### src/rtl/stage_sched_pkg.sv
// stage_sched_pkg
// Shared types and default parameter values for the effect-chain stage
// scheduler and its latency counter.
//   sched_state_t : scheduler FSM state encoding
//   DEF_*         : default parameter values for stage_scheduler
package stage_sched_pkg;

  typedef enum logic [1:0] {
    IDLE = 2'd0,
    WAIT = 2'd1,
    DONE = 2'd2
  } sched_state_t;

  localparam int DEF_N_STAGES = 4;
  localparam int DEF_LAT_W    = 8;
  localparam int DEF_DROP_W   = 8;

endpackage

### src/rtl/stage_latency_counter.sv
// stage_latency_counter
// Loadable down-counter used to time each stage's compute latency.
// Ports:
//   clk, rst  : clock, synchronous active-high reset (clears the count)
//   load      : load load_val this cycle (has priority over dec)
//   load_val  : value to load
//   dec       : decrement by one; holds at zero
//   zero      : count is zero
module stage_latency_counter #(
  parameter int LAT_W = 8
) (
  input  logic             clk,
  input  logic             rst,
  input  logic             load,
  input  logic [LAT_W-1:0] load_val,
  input  logic             dec,
  output logic             zero
);

  logic [LAT_W-1:0] count_q, count_d;

  always_comb begin
    count_d = count_q;
    if (load) begin
      count_d = load_val;
    end else if (dec && (count_q != '0)) begin
      count_d = count_q - LAT_W'(1);
    end
  end

  always_ff @(posedge clk) begin
    if (rst) begin
      count_q <= '0;
    end else begin
      count_q <= count_d;
    end
  end

  assign zero = (count_q == '0);

endmodule

### src/rtl/stage_scheduler.sv
// stage_scheduler
// Walks the effect chain for each accepted audio sample: waits each stage's
// programmed latency, pulses that stage's register load enable, and strobes
// out_valid after the last stage. Samples arriving mid-sequence are dropped
// and counted.
// Ports:
//   clk, rst       : clock, synchronous active-high reset
//   sample_valid   : new input sample strobe
//   stage_latency  : packed per-stage wait cycles, field k at [k*LAT_W +: LAT_W]
//   bypass_mask    : bit k set -> stage k is timed but not loaded
//   clear_overrun  : clears overrun and drop_count (a same-cycle drop wins)
//   stage_load     : one-hot load enable for the stage registers
//   stage_idx      : stage currently being waited
//   busy           : sequence in progress
//   out_valid      : chain output holds the new sample
//   overrun        : sticky, a sample was dropped
//   drop_count     : saturating dropped-sample count
//
// state | meaning
// IDLE  | no sample in flight
// WAIT  | timing stage stage_idx; loads it when the counter reaches zero
// DONE  | last stage loaded, out_valid high; may accept the next sample
module stage_scheduler
  import stage_sched_pkg::*;
#(
  parameter int N_STAGES = DEF_N_STAGES,
  parameter int LAT_W    = DEF_LAT_W,
  parameter int DROP_W   = DEF_DROP_W,
  localparam int IDX_W   = (N_STAGES > 1) ? $clog2(N_STAGES) : 1
) (
  input  logic                      clk,
  input  logic                      rst,
  input  logic                      sample_valid,
  input  logic [N_STAGES*LAT_W-1:0] stage_latency,
  input  logic [N_STAGES-1:0]       bypass_mask,
  input  logic                      clear_overrun,
  output logic [N_STAGES-1:0]       stage_load,
  output logic [IDX_W-1:0]          stage_idx,
  output logic                      busy,
  output logic                      out_valid,
  output logic                      overrun,
  output logic [DROP_W-1:0]         drop_count
);

  localparam logic [IDX_W-1:0] LAST_IDX = IDX_W'(N_STAGES - 1);

  sched_state_t                       state_q, state_d;
  logic [N_STAGES-1:0][LAT_W-1:0]     lat_q, lat_d;
  logic [N_STAGES-1:0]                byp_q, byp_d;
  logic [IDX_W-1:0]                   idx_q, idx_d;
  logic                               overrun_q, overrun_d;
  logic [DROP_W-1:0]                  drop_q, drop_d;

  logic             cnt_load;
  logic [LAT_W-1:0] cnt_val;
  logic             cnt_dec;
  logic             cnt_zero;
  logic             drop;

  stage_latency_counter #(
    .LAT_W (LAT_W)
  ) u_cnt (
    .clk      (clk),
    .rst      (rst),
    .load     (cnt_load),
    .load_val (cnt_val),
    .dec      (cnt_dec),
    .zero     (cnt_zero)
  );

  assign drop = sample_valid && (state_q == WAIT);

  always_comb begin
    state_d  = state_q;
    lat_d    = lat_q;
    byp_d    = byp_q;
    idx_d    = idx_q;
    cnt_load = 1'b0;
    cnt_val  = '0;
    cnt_dec  = 1'b0;
    case (state_q)
      IDLE, DONE: begin
        if (sample_valid) begin
          // The counter takes stage 0 straight from the input since the
          // snapshot is only being captured this cycle.
          state_d  = WAIT;
          lat_d    = stage_latency;
          byp_d    = bypass_mask;
          idx_d    = '0;
          cnt_load = 1'b1;
          cnt_val  = stage_latency[LAT_W-1:0];
        end else if (state_q == DONE) begin
          state_d = IDLE;
        end
      end
      WAIT: begin
        if (!cnt_zero) begin
          cnt_dec = 1'b1;
        end else if (idx_q == LAST_IDX) begin
          state_d = DONE;
        end else begin
          idx_d    = idx_q + IDX_W'(1);
          cnt_load = 1'b1;
          cnt_val  = lat_q[idx_d];
        end
      end
      default: state_d = IDLE;
    endcase
  end

  always_comb begin
    overrun_d = overrun_q;
    drop_d    = drop_q;
    if (clear_overrun) begin
      overrun_d = 1'b0;
      drop_d    = '0;
    end
    if (drop) begin
      overrun_d = 1'b1;
      if (clear_overrun) begin
        drop_d = DROP_W'(1);
      end else if (drop_q != '1) begin
        drop_d = drop_q + DROP_W'(1);
      end
    end
  end

  always_ff @(posedge clk) begin
    if (rst) begin
      state_q   <= IDLE;
      lat_q     <= '0;
      byp_q     <= '0;
      idx_q     <= '0;
      overrun_q <= 1'b0;
      drop_q    <= '0;
    end else begin
      state_q   <= state_d;
      lat_q     <= lat_d;
      byp_q     <= byp_d;
      idx_q     <= idx_d;
      overrun_q <= overrun_d;
      drop_q    <= drop_d;
    end
  end

  always_comb begin
    stage_load = '0;
    if ((state_q == WAIT) && cnt_zero && !byp_q[idx_q]) begin
      stage_load[idx_q] = 1'b1;
    end
  end

  assign stage_idx  = idx_q;
  assign busy       = (state_q == WAIT);
  assign out_valid  = (state_q == DONE);
  assign overrun    = overrun_q;
  assign drop_count = drop_q;

endmodule

### config.mk
export PLATFORM = sky130hd
export DESIGN_NAME = stage_scheduler
export DESIGN_NICKNAME = d
export VERILOG_FILES = /design/src/rtl/stage_sched_pkg.sv /design/src/rtl/stage_latency_counter.sv /design/src/rtl/stage_scheduler.sv
export SDC_FILE = /design/constraint.sdc
export NUM_CORES = 1
export LEC_CHECK = 0
export CAP_MARGIN = 20
export CORE_MARGIN = 4
export CORE_UTILIZATION = 51
export DETAILED_ROUTE_END_ITERATION = 10
export PLACE_DENSITY = 0.88
export SLEW_MARGIN = 20
export SYNTH_ARGS = -nofsm -noshare
export SYNTH_HDL_FRONTEND = slang
export SYNTH_SLANG_ARGS = --single-unit
### constraint.sdc
create_clock -name clk -period 2.8 [get_ports clk]
set_input_delay 0.56 -clock clk [delete_from_list [all_inputs] [get_ports clk]]
set_output_delay 0.56 -clock clk [all_outputs]
set_load 0.005 [all_outputs]
==> flow_summary.ini <==
[synth]
synth.most_common_cell = sky130_fd_sc_hd__nand2_1
seq_cells_post_synth = 57
synth-edff-count = 0
synth.yosys.seq_area_share_pct = 40.7
yosys.area.top_type = sky130_fd_sc_hd__dfxtp_1
synth_flop_cell = sky130_fd_sc_hd__dfxtp_1
portion_of_synthesized_cell_area_occupied_by_the_leading_cell_type_pct = 40.7
synth_area_leaders = sky130_fd_sc_hd__dfxtp_1 41%, sky130_fd_sc_hd__nand2_1 12%, sky130_fd_sc_hd__a21oi_1 7.9%, sky130_fd_sc_hd__mux4_2 7.2%, sky130_fd_sc_hd__ha_1 3.1%
cell_area_after_synthesis_mm2 = 0.00280
postSynth.asyncResetShare_pct = 0
synthCells = 330
synth_top_cells_by_count = 86 x sky130_fd_sc_hd__nand2_1, 57 x sky130_fd_sc_hd__dfxtp_1, 44 x sky130_fd_sc_hd__a21oi_1, 11 x sky130_fd_sc_hd__nor2_1, 9 x sky130_fd_sc_hd__mux4_2
ys_types = 51
synth.net_count = 377
yosysWarnings = 0
syn-mean-instance-area_um2 = 8.50

[worst_setup_path]
setup.reg_to_reg.worst_slack_ns = 0.66
timing.rr.start = stage_idx[0]$_SDFFE_PP0P_
critical-path-max-stage-delay_ns = 0.50
setup.worst_path.end = stage_load[1]
critPathArrivalTime_ns = 2.13
crit_path_max_fanout = 4
timing_worst_setup_path_type = flip-flop to primary output
cp-end-kind = primary output
startpoint = u_cnt.count_q[0]$_SDFFE_PP0P_
cp_slowest_cell = sky130_fd_sc_hd__clkdlybuf4s50_1
worst_ep_required_time_ns = 2.24
timing.reg2reg.worst_path_depth = 6
critPathLaunchType = flip-flop
timing.rr.end = stage_idx[0]$_SDFFE_PP0P_
crit_path_cell_trace = inv_2 -> ha_4 -> nor3b_4 -> nand2_2 -> nor3_4 -> and2_4 -> clkdlybuf4s50_1

[floorplan]
die_y_um = 82.1
core-area_mm2 = 0.00520
rows = 26
die_area_mm2 = 0.00675
initial_core_util_pct = 53.9
top_level_ports = 57
die_extent_in_x_um = 82.1

[grt]
grt_overflow_total = 0
grt_first_pass_wirelength_um = 11500
largest_net_degree_at_the_start_of_global_routing = 30
number_of_global_route_vias_before_repair = 2527
initial_antenna_violation_count = 0
global_route.usage.total_pct = 22.7

[layout]
final_cell_area_mm2 = 0.00368
layout-area-overhead-vs-synth_pct = 31.4
nets = 432
final_layout_size_suffix_gt1_share_pct = 13.6
number_of_diodes = 0

[clocking]
cts_sinks = 57
clock_insertion_delay_worst_skew_ns = 0.35
clock_tree.root_cell = sky130_fd_sc_hd__clkbuf_8
cts_htree_levels = 3
tritoncts = built
cts_buffers = 9
cts_hold_repair.buffers = 0
cts-root-to-sink-buffers = 2
clk_transition_reported_paths_ns = 0.06

[worst_hold_path]
hold_path.startpoint = lat_q[16]$_SDFFE_PP0P_
hold_class = flip-flop to flip-flop

[placed_design]
port_buffers = 56
gp_congestion = 0.925
place_hpwl_um = 4930
place_area_mm2 = 0.00343

[timing]
setup_violations = 0
post-route-min-period_ns = 2.69
layout_worst_path_cycle_share_pct = 96.2
timing_max_transition_violations_final = 0
timing.max_slew.rel_slack_pct = 62.5
maxClockFrequency_mhz = 371
worst_pin_slew_ns = 0.559
clock_skew_ns = 0.00869
setup_total_negative_slack_ns = 0
grt_setup_unrepaired = false
holdWs_ns = 0.457
final_hold_viol_count = 0

[power]
total_chip_power_mw = 2.15
cellPowerDensity_mw_per_mm2 = 582
vdd.ir_drop.worst_mv = 0.436
total_leakage_power_nw = 1.32

[detailed_routing]
via_count = 2608
drt-vias-per-instance = 5.67
drt_drc_violations_left = 0
routed_wirelength_um = 7040
wl_per_cell_um = 15.3
detail-route-antenna-nets = 0
drtIter0Drc = 217
first_pass_iters = 4

[run_status]
status = complete, no violations

[run]
cap_violations = 0
power by group:
group          internal, mW  total [mW]  switching, mW  leakage [nW]
Combinational         0.209       0.419          0.209         0.744
Sequential            0.863       0.910         0.0477         0.468
Clock                 0.481       0.816          0.335         0.105
Total                  1.55        2.15          0.592          1.32
stage by stage:
stage          util, %  setup WS, ns  cells
6_report          70.8         0.106    460
5_1_grt           70.8       0.00208    460
4_1_cts           70.3       0.00719    460
3_5_place_dp      65.9         0.131    443
3_3_place_gp      65.9         0.191    443
2_1_floorplan        -         0.717    330
per-layer routing:
| metal | track usage, % | part of all wire (%) | up-vias |
|---|---|---|---|
| li1 | - | - | 1273 |
| met1 | 26.0 | 41 | 1244 |
| met2 | 40.1 | 52 | 75 |
| met3 | 4.88 | 5.0 | 16 |
| met4 | 11.0 | 2.2 | 0 |
| met5 | 0 | 0 | - |
worst min-delay path by stage:
stage	to	slack [ns]	cells past startpoint
2_1_floorplan	byp_q[2]$_SDFFE_PP0P_	0.43	2
3_3_place_gp	lat_q[13]$_SDFFE_PP0P_	0.44	2
3_5_place_dp	lat_q[18]$_SDFFE_PP0P_	0.45	2
4_1_cts	lat_q[18]$_SDFFE_PP0P_	0.46	2
5_1_grt	byp_q[0]$_SDFFE_PP0P_	0.48	2
6_report	lat_q[16]$_SDFFE_PP0P_	0.46	2
worst max-delay path: cells and delay by family (launching register included):
family / cells / cell delay [ns]
adder cells (fa/ha/maj): 1 / 0.16
buffers and inverters: 2 / 0.62
flip-flops: 1 / 0.35
AND/OR/NAND/NOR: 4 / 0.66
final cells by class:
class                   count  area, um^2
clock buffers              12         165
multi-input cells         244        1580
flip-flops and latches     57        1140
repair buffers             66         636
clock inverters             4        50.0
inverters                   7        26.3
well taps                  70        87.6
fillers                   411        1520
cells in the final DEF (no fill, tap or decap), types with 2 or more instances in the layout:
master and count:
sky130_fd_sc_hd__inv_1 4, sky130_fd_sc_hd__nor3b_1 2, sky130_fd_sc_hd__nand2b_1 3, sky130_fd_sc_hd__mux4_2 9, sky130_fd_sc_hd__buf_4 10, sky130_fd_sc_hd__nand3_1 3, sky130_fd_sc_hd__mux2i_1 2, sky130_fd_sc_hd__nor2b_1 4
sky130_fd_sc_hd__and3_1 2, sky130_fd_sc_hd__a211o_1 2, sky130_fd_sc_hd__a22oi_1 2, sky130_fd_sc_hd__a211oi_1 6, sky130_fd_sc_hd__nor2_1 11, sky130_fd_sc_hd__a31oi_1 4, sky130_fd_sc_hd__or4_1 2, sky130_fd_sc_hd__nand2_1 85
sky130_fd_sc_hd__a21oi_1 44, sky130_fd_sc_hd__and2_1 2, sky130_fd_sc_hd__clkdlybuf4s50_1 56, sky130_fd_sc_hd__or3_1 3, sky130_fd_sc_hd__o21bai_1 2, sky130_fd_sc_hd__ha_1 6, sky130_fd_sc_hd__nor4_1 3, sky130_fd_sc_hd__mux2_4 2
sky130_fd_sc_hd__nor3_1 7, sky130_fd_sc_hd__dfxtp_1 56, sky130_fd_sc_hd__o21ai_1 3, sky130_fd_sc_hd__inv_2 3, sky130_fd_sc_hd__clkbuf_8 12, sky130_fd_sc_hd__clkinvlp_4 2, sky130_fd_sc_hd__o21a_1 2, sky130_fd_sc_hd__xor2_1 2
sky130_fd_sc_hd__nand4b_1 2, sky130_fd_sc_hd__and2_4 2, sky130_fd_sc_hd__a311oi_1 3, sky130_fd_sc_hd__o21ai_0 4
sequential cells by signal (all words and copies together), names as in the netlist:
name,cells
overrun,1
state_q,2
lat_q,32
drop_count,8
stage_idx,2
byp_q,4
u_cnt.count_q,8
cell families after synthesis:
family	count (synthesis)	share of synthesized area [%]
AOI/OAI and AO/OA	80	17.7
xor gates and xnor gates	3	0.937
adders and majority gates	7	3.12
buffers and inverters	29	4.42
DFF	57	40.7
muxes	13	9.01
and+or+nand+nor	141	24.1
repair_timing:
action | CTS | global route
resized for setup | 3 | 7
pin swaps | 1 | 1
setup endpoints to repair | 4 | 4
setup buffers | 1 | 0
No activity file was read; power rests on OpenSTA's default activity.
